### config.mk
export PLATFORM = sky130hd
export DESIGN_NAME = sort_result_monitor
export DESIGN_NICKNAME = d
export VERILOG_FILES = /design/src/rtl/sort_result_monitor.sv
export SDC_FILE = /design/constraint.sdc
export NUM_CORES = 1
export LEC_CHECK = 0
export CAP_MARGIN = 30
export CORE_MARGIN = 10
export CORE_UTILIZATION = 54
export DETAILED_ROUTE_END_ITERATION = 10
export PLACE_DENSITY = 0.76
export SLEW_MARGIN = 0
export SYNTH_ARGS = -nofsm -noshare
export SYNTH_HDL_FRONTEND = slang
export SYNTH_SLANG_ARGS = --single-unit
### constraint.sdc
create_clock -name clk -period 4.25 [get_ports clk]
set_clock_uncertainty 0.1 [all_clocks]
set_input_delay 0.425 -clock clk [delete_from_list [all_inputs] [get_ports clk]]
set_output_delay 0.425 -clock clk [all_outputs]
set_load 0.05 [all_outputs]
### src/rtl/sort_result_monitor.sv
// Sort-result monitor: snapshots an array, waits for the core's done-flag store, then
// checks order, permutation signature and cycle budget. Optional macro: SORT_MON_SIGNED_EN.
module sort_result_monitor #(
    parameter int XLEN       = 32,
    parameter int ADDR_W     = 14,
    parameter int ARRAY_LEN  = 10,
    parameter int BASE_WORD  = 64,
    parameter int DONE_WORD  = 128,
    parameter int DESCENDING = 0,
    parameter int MAX_CYCLES = 500
) (
    input  logic                           clk,
    input  logic                           reset,
    input  logic                           start,
    input  logic                           mon_we,
    input  logic [ADDR_W-1:0]              mon_addr,
    input  logic [XLEN-1:0]                mon_wdata,
    output logic [ADDR_W-3:0]              rd_addr,
    input  logic [XLEN-1:0]                rd_data,
    output logic                           busy,
    output logic                           done,
    output logic                           pass,
    output logic                           fail_timeout,
    output logic                           fail_order,
    output logic                           fail_sum,
    output logic [$clog2(ARRAY_LEN+1)-1:0] err_index,
    output logic [31:0]                    cycle_count
);
    localparam int IW = $clog2(ARRAY_LEN+1);
    localparam int AW = ADDR_W-2;

    typedef enum logic [2:0] {S_IDLE, S_PRESCAN, S_RUN, S_POSTSCAN, S_DONE} state_t;
    state_t state, state_nx;

    logic [IW-1:0]   idx;
    logic [XLEN-1:0] pre_sum, pre_xor, post_sum, post_xor, prev;
    logic [XLEN-1:0] post_sum_nx, post_xor_nx;
    logic            last, done_evt, timeout_hit, gt, lt, viol;
    logic            unused_addr_bits;

    assign unused_addr_bits = ^mon_addr[1:0];

    assign last        = (idx == IW'(ARRAY_LEN-1));
    assign done_evt    = mon_we && (mon_addr[ADDR_W-1:2] == AW'(DONE_WORD)) && (mon_wdata == XLEN'(1));
    assign timeout_hit = ((cycle_count + 32'd1) == 32'(MAX_CYCLES));
    assign post_sum_nx = post_sum + rd_data;
    assign post_xor_nx = post_xor ^ rd_data;

`ifdef SORT_MON_SIGNED_EN
    assign gt = $signed(prev) > $signed(rd_data);
    assign lt = $signed(prev) < $signed(rd_data);
`else
    assign gt = prev > rd_data;
    assign lt = prev < rd_data;
`endif
    // element 0 has no predecessor, so ARRAY_LEN=1 never flags an order error
    assign viol = (idx != '0) && ((DESCENDING != 0) ? lt : gt);

    assign busy = (state == S_PRESCAN) || (state == S_RUN) || (state == S_POSTSCAN);
    assign done = (state == S_DONE);
    assign pass = done && !(fail_timeout || fail_order || fail_sum);

    always_ff @(posedge clk) begin
        if (reset) state <= S_IDLE;
        else       state <= state_nx;
    end

    always_comb begin
        state_nx = state;
        case (state)
            S_IDLE, S_DONE: if (start) state_nx = S_PRESCAN;
            S_PRESCAN:      if (last) state_nx = S_RUN;
            S_RUN: begin
                // the flag write takes priority over a coincident timeout
                if (done_evt)         state_nx = S_POSTSCAN;
                else if (timeout_hit) state_nx = S_DONE;
            end
            S_POSTSCAN:     if (last) state_nx = S_DONE;
            default:        state_nx = S_IDLE;
        endcase
    end

    always_ff @(posedge clk) begin
        if (reset) begin
            idx          <= '0;
            rd_addr      <= '0;
            pre_sum      <= '0;
            pre_xor      <= '0;
            post_sum     <= '0;
            post_xor     <= '0;
            prev         <= '0;
            fail_timeout <= 1'b0;
            fail_order   <= 1'b0;
            fail_sum     <= 1'b0;
            err_index    <= '0;
            cycle_count  <= '0;
        end else begin
            case (state)
                S_IDLE, S_DONE: begin
                    if (start) begin
                        idx          <= '0;
                        rd_addr      <= AW'(BASE_WORD);
                        pre_sum      <= '0;
                        pre_xor      <= '0;
                        post_sum     <= '0;
                        post_xor     <= '0;
                        prev         <= '0;
                        fail_timeout <= 1'b0;
                        fail_order   <= 1'b0;
                        fail_sum     <= 1'b0;
                        err_index    <= '0;
                        cycle_count  <= '0;
                    end
                end
                S_PRESCAN: begin
                    pre_sum <= pre_sum + rd_data;
                    pre_xor <= pre_xor ^ rd_data;
                    if (!last) begin
                        idx     <= idx + 1'b1;
                        rd_addr <= AW'(BASE_WORD + int'(idx) + 1);
                    end
                end
                S_RUN: begin
                    if (done_evt) begin
                        idx     <= '0;
                        rd_addr <= AW'(BASE_WORD);
                    end else begin
                        cycle_count <= cycle_count + 32'd1;
                        if (timeout_hit) fail_timeout <= 1'b1;
                    end
                end
                S_POSTSCAN: begin
                    post_sum <= post_sum_nx;
                    post_xor <= post_xor_nx;
                    prev     <= rd_data;
                    if (viol && !fail_order) begin
                        fail_order <= 1'b1;
                        err_index  <= idx;
                    end
                    if (last) begin
                        fail_sum <= (post_sum_nx != pre_sum) || (post_xor_nx != pre_xor);
                    end else begin
                        idx     <= idx + 1'b1;
                        rd_addr <= AW'(BASE_WORD + int'(idx) + 1);
                    end
                end
                default: ;
            endcase
        end
    end
endmodule

==> out/results.txt <==
pin count of the biggest net entering global routing -> 176
fin nets -> 2050
Filler Cells Inserted -> 2258
Async S/R FF share, synth -> 0%
DPL Wire Length -> 30.6 mm
CP endpoint kind -> register
Detail Route Antenna Nets -> 0
final core occ -> 64.7%
total track usage -> 24.3%
maxcap violations -> 0
worst-margin pin slew -> 1.04 ns
final setup vio count -> 0
Starting DRT DRC Count -> 1071
hold buffers post-CTS -> 0
area of the mapped netlist -> 14200 um2
status -> complete, no violations
P per Cell Area -> 351 nW/um2
CTS root buf -> clkbuf_16
worst path cell trace -> clkdlybuf4s50_1 > ha_1 > a211oi_1 > o21ai_0 > a2111oi_0 > nand4_1 > nor4_1 > nand4_1 > nor4_2 > nand4_1 > nor4_2 > a31oi_1
DIE AREA -> 33300 um2
num rows -> 59
clock net sink count -> 208
Min Clock Period, post-route -> 3.64 ns
# Post-CTS Setup Buffers -> 0
Crit path top cell by count -> nand4_1
first drt pass iteration count -> 6
antenna violations before repair -> 0
number of synthesized flops with an enable pin -> 0
global-route wire length before repair -> 67.3 mm
Die Width -> 182 um
yosys warns -> 0
P_leak -> 6.79 nW
non-filler cells, final -> 2222
Hold Slack -> 0.0864 ns
CP max-delay cell -> clkdlybuf4s50_1
Die Y -> 182 um
Critical Path Source Type -> input pin
Tcrit/Tclk final -> 85.7%
cell area after layout -> 16800 um2
Seq cells post-synth -> 208
main flop type after synthesis -> dfxtp_1
Via density -> 6.04
Inst Count DP -> 2175
share of layout cells above drive strength 1 -> 6.89%
Max Slew Vio Count -> 0
Max Fclk -> 275 MHz
Num CTS Buffers -> 26
Worst-Skew Late Latency -> 0.54 ns
GRT overflow -> 0
routability cong. -> 0.938
n_diodes -> 0
maximum vdd drop -> 0.346 mV
wire per inst -> 19.1 um
FF-to-FF setup slack -> 0.75 ns
number of hold violations in the final report -> 0
Area after DPL -> 15900 um2
Mapped Cells -> 1756
vias -> 13400
Starting Density -> 54.8%
CP max stage delay -> 0.62 ns
Max Root-Sink Buffers -> 3
WL final -> 42.4 mm
Worst EP required -> 4.57 ns
Seq/Total Area, Yosys -> 29.2%
crit path max fanout -> 9
num ports -> 136
Unique masters post-synth -> 91
Clock transition at path regs -> 0.07 ns
H-tree levels -> 1
CP arrival -> 3.96 ns
Remaining DRCs -> 0
worst hold-check path type -> input pin to register
Avg Cell Area, Syn -> 8.11 um2
Sum Neg Setup Slack -> 0 ns
Core Box Area -> 26000 um2
synthesis-to-finish area growth -> 18.1%
relative slew slack -> 30.9%
post-cts resize count -> 0
CP Class -> input pin to register
family with the most delay on the worst path -> compound AO/OA/AOI/OAI gates
CTS tree -> done
CP bufs+invs -> 1
vias in the first global route -> 12900
I/O Buffers -> 127
RSZ-0062 raised after global routing -> false
## worst paths after layout
check                 start            to  cells after the start
max reg2reg  cycle_count[0]      state[1]                     10
min reg2reg      rd_addr[6]    rd_addr[6]                      2
min                   reset  fail_timeout                      3
max             rd_data[19]      fail_sum                     12
## metal layers
metal	up-vias	global-route usage, %	wire length [um]
met5	-	0	0
met4	0	8.88	1330
met3	74	4.93	3300
met2	439	39.7	19300
met1	6328	31.2	18400
li1	6577	-	-
## registers in the layout, indices dropped and copies added (netlist names), 3 cells and up
signal       count
pre_xor         32
rd_addr          3
post_xor        32
idx              3
prev            32
pre_sum         32
cycle_count     32
err_index        4
post_sum        32
state            3
## cell usage after synthesis (17+ instances only)
master	n	area, um2
clkbuf_1	76	285
ha_1	98	1230
a21o_1	43	323
xnor2_1	85	744
nor2_1	228	856
nand3_1	35	175
xor2_1	66	578
nor3_1	29	145
a211oi_1	38	285
dfxtp_1	208	4160
nor4_1	21	131
a21oi_1	185	926
xnor3_1	23	518
nand2_1	123	462
a22oi_1	74	556
nand4_1	32	200
o21ai_0	67	335
nand3b_1	17	128
or3_1	19	119
inv_1	50	188
## worst register-to-register path, delay by kind of cell (launching register included)
kind	cells	cell delay, ns
simple gates	4	1.30
compound gates	5	1.23
fa+ha+maj	1	0.28
flops	1	0.44
## metrics by stage
step / power, mW / setup WS (ns)
2_1_floorplan: 3.18 / 0.949
3_3_place_gp: 3.61 / 0.212
3_5_place_dp: 3.64 / 0.132
4_1_cts: 5.93 / 0.684
5_1_grt: 6.17 / 0.401
6_report: 5.91 / 0.609
## final cells by class
| class | instances | area [um2] | share of cell area (%) |
|---|---|---|---|
| Clock buffer | 33 | 728 | 4.33 |
| Clock inverter | 14 | 160 | 0.952 |
| Inverter | 50 | 188 | 1.12 |
| Multi-Input combinational cell | 1404 | 9500 | 56.4 |
| Sequential cell | 208 | 4160 | 24.8 |
| Tap cell | 335 | 419 | 2.49 |
| Timing Repair Buffer | 178 | 1670 | 9.91 |
## where the power goes
part	total (mW)	internal, mW	leakage [nW]	switching, mW
clock	2.29	1.39	0.433	0.897
sequential	2.14	2.04	1.68	0.104
combinational	1.47	0.603	4.67	0.871
## cell families (layout without fill, tap and decap cells)
| group | count (synthesis) | count (layout) | synth area share (%) |
|---|---|---|---|
| xor gates and xnor gates | 175 | 175 | 13.1 |
| muxes | 6 | 6 | 0.448 |
| other | 1 | 6 | 0.0263 |
| and+or+nand+nor | 598 | 598 | 20.4 |
| AOI/OAI and AO/OA | 519 | 519 | 23.5 |
| DFF | 208 | 208 | 29.2 |
| adders and majority gates | 100 | 100 | 8.89 |
| buffers and inverters | 149 | 275 | 4.38 |
## cell usage in the layout (no fill, tap or decap), drive strengths merged, types with 33 or more instances in the layout
cell / count
nor2: 228
dfxtp: 208
a21oi: 188
clkdlybuf4s50: 126
nand2: 123
ha: 98
xnor2: 85
a22oi: 74
o21ai: 73
xor2: 66
buf: 52
inv: 51
a21o: 43
a211oi: 39
nand3: 35
clkbuf: 33
Power figures use the tool's default switching activity.
